===== src/rtl/lfsr_gen.sv =====
// Parametrised Fibonacci LFSR with step enable, runtime load, lock-up recovery
// and measurement of the number of steps taken to return to the start value.
module lfsr_gen #(
    parameter int unsigned           WIDTH = 9,
    parameter logic [WIDTH-1:0]      TAPS  = 9'h110,
    parameter bit                    XNOR  = 1'b0,
    parameter logic [WIDTH-1:0]      SEED  = {{(WIDTH-1){1'b0}}, 1'b1}
) (
    input  logic             clk_i,
    input  logic             rst_i,
    input  logic             en_i,
    input  logic             load_i,
    input  logic [WIDTH-1:0] load_val_i,
    output logic [WIDTH-1:0] q_o,
    output logic             fb_o,
    output logic             wrap_o,
    output logic [WIDTH-1:0] period_len_o,
    output logic             lockup_o
);

    // XOR feedback sticks at all-zeros, XNOR feedback sticks at all-ones.
    localparam logic [WIDTH-1:0] LOCK_STATE = {WIDTH{XNOR}};

    logic [WIDTH-1:0] q_q, q_d;
    logic [WIDTH-1:0] start_q, start_d;
    logic [WIDTH-1:0] cnt_q, cnt_d;
    logic [WIDTH-1:0] period_q, period_d;
    logic             wrap_q, wrap_d;
    logic             lockup_q, lockup_d;
    logic             fb;
    logic [WIDTH-1:0] step_q;

    assign fb     = (^(q_q & TAPS)) ^ XNOR;
    assign step_q = {q_q[WIDTH-2:0], fb};

    always_comb begin
        q_d      = q_q;
        start_d  = start_q;
        cnt_d    = cnt_q;
        period_d = period_q;
        wrap_d   = 1'b0;
        lockup_d = 1'b0;
        if (load_i) begin
            q_d     = load_val_i;
            start_d = load_val_i;
            cnt_d   = '0;
        end else if (en_i) begin
            if (q_q == LOCK_STATE) begin
                q_d      = SEED;
                start_d  = SEED;
                cnt_d    = '0;
                lockup_d = 1'b1;
            end else begin
                q_d = step_q;
                // cnt cannot overflow: the longest cycle is 2^WIDTH-1 steps.
                if (step_q == start_q) begin
                    wrap_d   = 1'b1;
                    period_d = cnt_q + 1'b1;
                    cnt_d    = '0;
                end else begin
                    cnt_d = cnt_q + 1'b1;
                end
            end
        end
    end

    always_ff @(posedge clk_i) begin
        if (rst_i) begin
            q_q      <= SEED;
            start_q  <= SEED;
            cnt_q    <= '0;
            period_q <= '0;
            wrap_q   <= 1'b0;
            lockup_q <= 1'b0;
        end else begin
            q_q      <= q_d;
            start_q  <= start_d;
            cnt_q    <= cnt_d;
            period_q <= period_d;
            wrap_q   <= wrap_d;
            lockup_q <= lockup_d;
        end
    end

    assign q_o          = q_q;
    assign fb_o         = fb;
    assign wrap_o       = wrap_q;
    assign period_len_o = period_q;
    assign lockup_o     = lockup_q;

endmodule


===== config.mk =====
export PLATFORM = sky130hd
export DESIGN_NAME = lfsr_gen
export DESIGN_NICKNAME = d
export VERILOG_FILES = /design/src/rtl/lfsr_gen.sv
export SDC_FILE = /design/constraint.sdc
export NUM_CORES = 1
export LEC_CHECK = 0
export ABC_AREA = 1
export CORE_UTILIZATION = 45
export DETAILED_ROUTE_END_ITERATION = 16
export PLACE_DENSITY = 0.69
export SLEW_MARGIN = 0
export SYNTH_ARGS = -nofsm -noshare
export SYNTH_HDL_FRONTEND = slang
export SYNTH_SLANG_ARGS = --single-unit

===== constraint.sdc =====
create_clock -name clk_i -period 2.8 [get_ports clk_i]
set_clock_uncertainty 0.2 [all_clocks]
set_input_delay 0.28 -clock clk_i [delete_from_list [all_inputs] [get_ports clk_i]]
set_output_delay 0.28 -clock clk_i [all_outputs]
set_load 0.05 [all_outputs]

**Word level (Yosys, flattened, before mapping)**

Index checks and enable logic that the tools add are counted.

- Register bits: 38
- Input port bits: 13
- Output and inout port bits: 21
- Word-level logic and storage cells: 30

- Add/sub/neg operators: 1
- Equal/unequal tests: 1
- Multiplexer cells: 10
- Bitwise operators: 3
- Reduce and logical (&&, ||, !) cells: 9

Operators by type and width:

| kind | count |
|---|---|
| $mux 9 | 8 |
| $add 9x1->9 const B | 1 |
| $eq 9x9->1 | 1 |
| $logic_not 9->1 | 1 |
| $reduce_xor 9->1 | 1 |
| $reduce_and 4->1 | 1 |
| $reduce_bool 2->1 | 2 |
| $reduce_or 4->1 | 1 |
| $not 1->1 | 3 |
| $reduce_or 3->1 | 1 |
| $mux 1 | 2 |
| $reduce_and 2->1 | 1 |
| $reduce_or 2->1 | 1 |

**Longest topological paths before layout**

- Word-level depth: 4
- Depth in mapped cells: 11
- Gate-level depth less buffers: 11

**Worst setup path after synthesis**

Ideal clock, no wire load.

- Path type: register -> register
- From: register q_q[4] (netlist: q_o[4])
- To: register cnt_q[1]
- Arrival time: 1.952 ns
- Data required time: 2.480 ns
- Slack: 0.528 ns
- Stages on the path, launching flop included: 9
- Path buffers: 1
- Period minus slack after synthesis: 2.272 ns
- Cells stage by stage: dfxtp_1 > nor2_1 > nor2_2 > nand2_2 > nand2_2 > buf_6 > nand3_4 > nand3_1 > a21oi_1

- Word-level cells in the longest chain between the ends: 4
- Elaborated cells on any way between the ends: 5
- Those cells by class: eq/ne (1); mux (2); reduce/logical (2)

Ends and longest elaborated chain:

| item | line | source |
|---|---|---|
| start, declared | 24 | `logic [WIDTH-1:0] q_q, q_d;` |
| start signal, assigned | 76 | `q_q <= q_d;` |
| $reduce_xor 9->1 | 33 | `assign fb = (^(q_q & TAPS)) ^ XNOR;` |
| via fb_o | 15 | `output logic fb_o,` |
| $eq 9x9->1 | 56 | `if (step_q == start_q) begin` |
| $mux 9 | 56 |  |
| $mux 9 | 48 | `if (q_q == LOCK_STATE) begin` |
| end signal, assigned | 78 | `cnt_q <= cnt_d;` |
| end, declared | 26 | `logic [WIDTH-1:0] cnt_q, cnt_d;` |

The timed path passes the listed nets, and every way through them passes these cells.
A chain may end at the register's enable or synchronous reset.

**Worst setup path after layout**

- From: register q_q[4] (netlist: q_o[4])
- To: output fb_o

- Word-level cells in the longest chain between the ends: 1

Ends and longest elaborated chain:

| item | line |
|---|---|
| $reduce_xor 9->1 | 33 |
| end, declared | 15 |

Every way passes these cells.

==> impl_metrics.tcl <==
set metrics [dict create \
    fmax_mhz 429 \
    slowest_stage "clkdlybuf4s50_1" \
    status "complete, no violations" \
    cts.sinks 38 \
    antenna_left 0 \
    required_ns 2.32 \
    core_area_sq_mm 0.00438 \
    power.leakage_nw 1.16 \
    rsz0062_at_grt "false" \
    tritoncts "built" \
    synth-edff-count 0 \
    yosysSeqAreaShare_pct 36.9 \
    power_density_mw_per_mm2 469 \
    avgSynthCellArea_sq_um 6.52 \
    h-tree-depth 2 \
    die_h_microns 69.7 \
    die_x_microns 69.7 \
    hold_path_depth 2 \
    rows 24 \
    drt-vias-per-instance 4.78 \
    synth.most_common_cell "nand2_1" \
    num-nets-final 368 \
    crit_type "reg2out" \
    rr_startpoint "q_o[4]$_SDFFE_PP0P_" \
    drc 0 \
    tightest_slew_ns 0.502 \
    fin_setup_tns_ns 0 \
    grt_usage_pct 21.1 \
    clk_latency_ns 0.30 \
    finalMaxSlewViolations 0 \
    postCtsSetupRepairBufs 0 \
    ys_warn_count 0 \
    synth_ff_type "dfxtp_1" \
    port_buffers 33 \
    areaGrowthSynthToFinish_pct 23.3 \
    netlist_area_sq_mm 0.00206 \
    wl_per_cell_microns 11.2 \
    start_util_pct 47.0 \
    synth_commonest_cells "nand2_1 (96), inv_1 (63), dfxtp_1 (38), nand3_1 (25), nor2_1 (20)" \
    yosys.area_share.simple_pct 38.7 \
    setup_viol 0 \
    final_area_sq_mm 0.00254 \
    rrSetupSlack_ns 1.02 \
    critical-path-max-stage-delay_ns 0.83 \
    r2r_cells 6 \
    muxShareOfSynthArea_pct 0 \
    synthDistinctLibCells 26 \
    start_kind "flop" \
    netlist_instances 316 \
    root_buffer "clkbuf_8" \
    drtPass1Iterations 4 \
    routabilityCongestion 0.867 \
    crit_path_max_fanout 6 \
    fin_ws_ns 0.472 \
    min_from "cnt_q[8]$_SDFFE_PP0P_" \
    synth_xor_area_share_pct 1.28 \
    finalCriticalPeriod_ns 2.33 \
    synth_top_area_share_pct 36.9 \
    synth-compound-area-share_pct 8.08 \
    synth_top_family_by_area "simple AND/OR/NAND/NOR gates" \
    hp-class "reg2reg" \
    power_mw 1.19 \
    ys_ff_latch 38 \
    place_ws_ns 0.712 \
    drt_first_iter_violations 102 \
    grt_pass1_wl_mm 8.11 \
    synth_area_leader_cell "dfxtp_1" \
    die_area_sq_mm 0.00485 \
    drt_wl_total_mm 4.57 \
    hold_viol_final 0 \
    globalRouteOverflowTotal 0 \
    ir_worst_vdd_v 0.000285 \
    r2r_end "start_q[0]$_SDFFE_PP1P_" \
    vias 1947 \
    io-pin-count 34 \
    hold_slack_ns 0.288 \
    cap_violations 0 \
    layout-drive-gt1-share_pct 9.30 \
    crit_arrival_ns 1.85 \
    n_antenna_cell 0 \
    synthAdderAreaFrac_pct 0.607 \
    place_area_sq_mm 0.00245 \
    grt_pass1_vias 1833 \
    crit_chain "nor2_1 > nor2_2 > clkdlybuf4s50_1" \
    slew_headroom_pct 66.4 \
    holdPathEnd "cnt_q[8]$_SDFFE_PP0P_" \
    clock_path_buffers 2 \
    async_flop_share_pct 0 \
    grt_antenna_before_repair 0 \
    syn_nets 330 \
    cts_resized 0 \
    crit_path_end_kind "output port" \
    clk_pin_slew_ns 0.07 \
    place_hpwl_mm 3.42 \
    hold_buffers 0 \
    yosys-top-cells-area "dfxtp_1 (37%), nand2_1 (17%), inv_1 (11%)" \
    cts_inserted_buffers 5 \
    grt_start_max_net_pins 16 \
    fin_crit_sh_pct 83.2 \
]
## how the worst max path moves through the flow
stage	cells past startpoint	end	startpoint
2_1_floorplan	8	cnt_q[1]$_SDFFE_PP0P_	q_o[4]$_SDFFE_PP0P_
3_3_place_gp	7	period_len_o[3]$_SDFFE_PP0P_	en_i
3_5_place_dp	7	period_len_o[8]$_SDFFE_PP0P_	en_i
4_1_cts	3	fb_o	q_o[4]$_SDFFE_PP0P_
5_1_grt	3	fb_o	q_o[4]$_SDFFE_PP0P_
6_report	3	fb_o	q_o[4]$_SDFFE_PP0P_
## critical path, delay by kind of cell (launching register included)
kind          cells  cell delay (ns)
simple gates      2             0.31
buf+inv           1             0.83
flops             1             0.41
## cell families after synthesis
group | count (synthesis)
AOI/OAI and AO/OA | 28
xor gates and xnor gates | 3
adders and majority gates | 1
buffers and inverters | 75
DFF | 38
and+or+nand+nor | 171
## layout by cell type (no fill, tap or decap)
| cell | n |
|---|---|
| nand2_1 | 96 |
| inv_1 | 63 |
| dfxtp_1 | 38 |
| clkdlybuf4s50_1 | 33 |
| nand3_1 | 25 |
| nor2_1 | 20 |
| a21oi_1 | 17 |
| nand4_1 | 11 |
| nor2_2 | 8 |
| clkbuf_8 | 6 |
| nand2_2 | 4 |
| o211ai_1 | 4 |
| buf_4 | 4 |
| inv_2 | 3 |
| clkinv_1 | 3 |
| o221ai_1 | 3 |
| nor2_4 | 2 |
| nand3_4 | 2 |
| o21ai_0 | 2 |
| xnor2_1 | 2 |
| nor2_8 | 1 |
| o21bai_1 | 1 |
| nand3_2 | 1 |
| a22oi_1 | 1 |
| or2_2 | 1 |
| xor2_1 | 1 |
| ha_1 | 1 |
| clkbuf_1 | 1 |
| clkinv_2 | 1 |
## flip-flops by register name (all words and copies together), names as in the netlist
register      cells
period_len_o      9
cnt_q             9
lockup_o          1
q_o               9
start_q           9
wrap_o            1
## per-layer routing
metal | part of all wire, % | GRT usage (%) | up-vias
met5 | 0 | 0 | -
met4 | 1.8 | 8.67 | 0
met3 | 3.5 | 4.94 | 7
met2 | 43 | 32.8 | 36
met1 | 52 | 28.3 | 855
li1 | - | - | 1049
## where the power goes
| part | internal (mW) | switching, mW | total [mW] |
|---|---|---|---|
| registers | 0.559 | 0.0183 | 0.577 |
| logic | 0.0775 | 0.147 | 0.224 |
| clock network | 0.199 | 0.192 | 0.390 |
| total | 0.835 | 0.357 | 1.19 |
## per-stage QoR
stage                     util, %  instances
final                        57.9        407
after global routing         57.9        407
after CTS                    57.9        407
after detailed placement     55.9        399
after global placement       55.9        399
after floorplan                 -        316
## area by class of cell
class	count	area, sq um
clock buffers	7	86.3
clock inverters	1	5.00
fillers	438	1840
inverters	69	259
multi-input cells	203	1000
flip-flops and latches	38	761
well taps	52	65.1
repair buffers	37	360
Power figures use the tool's default switching activity.
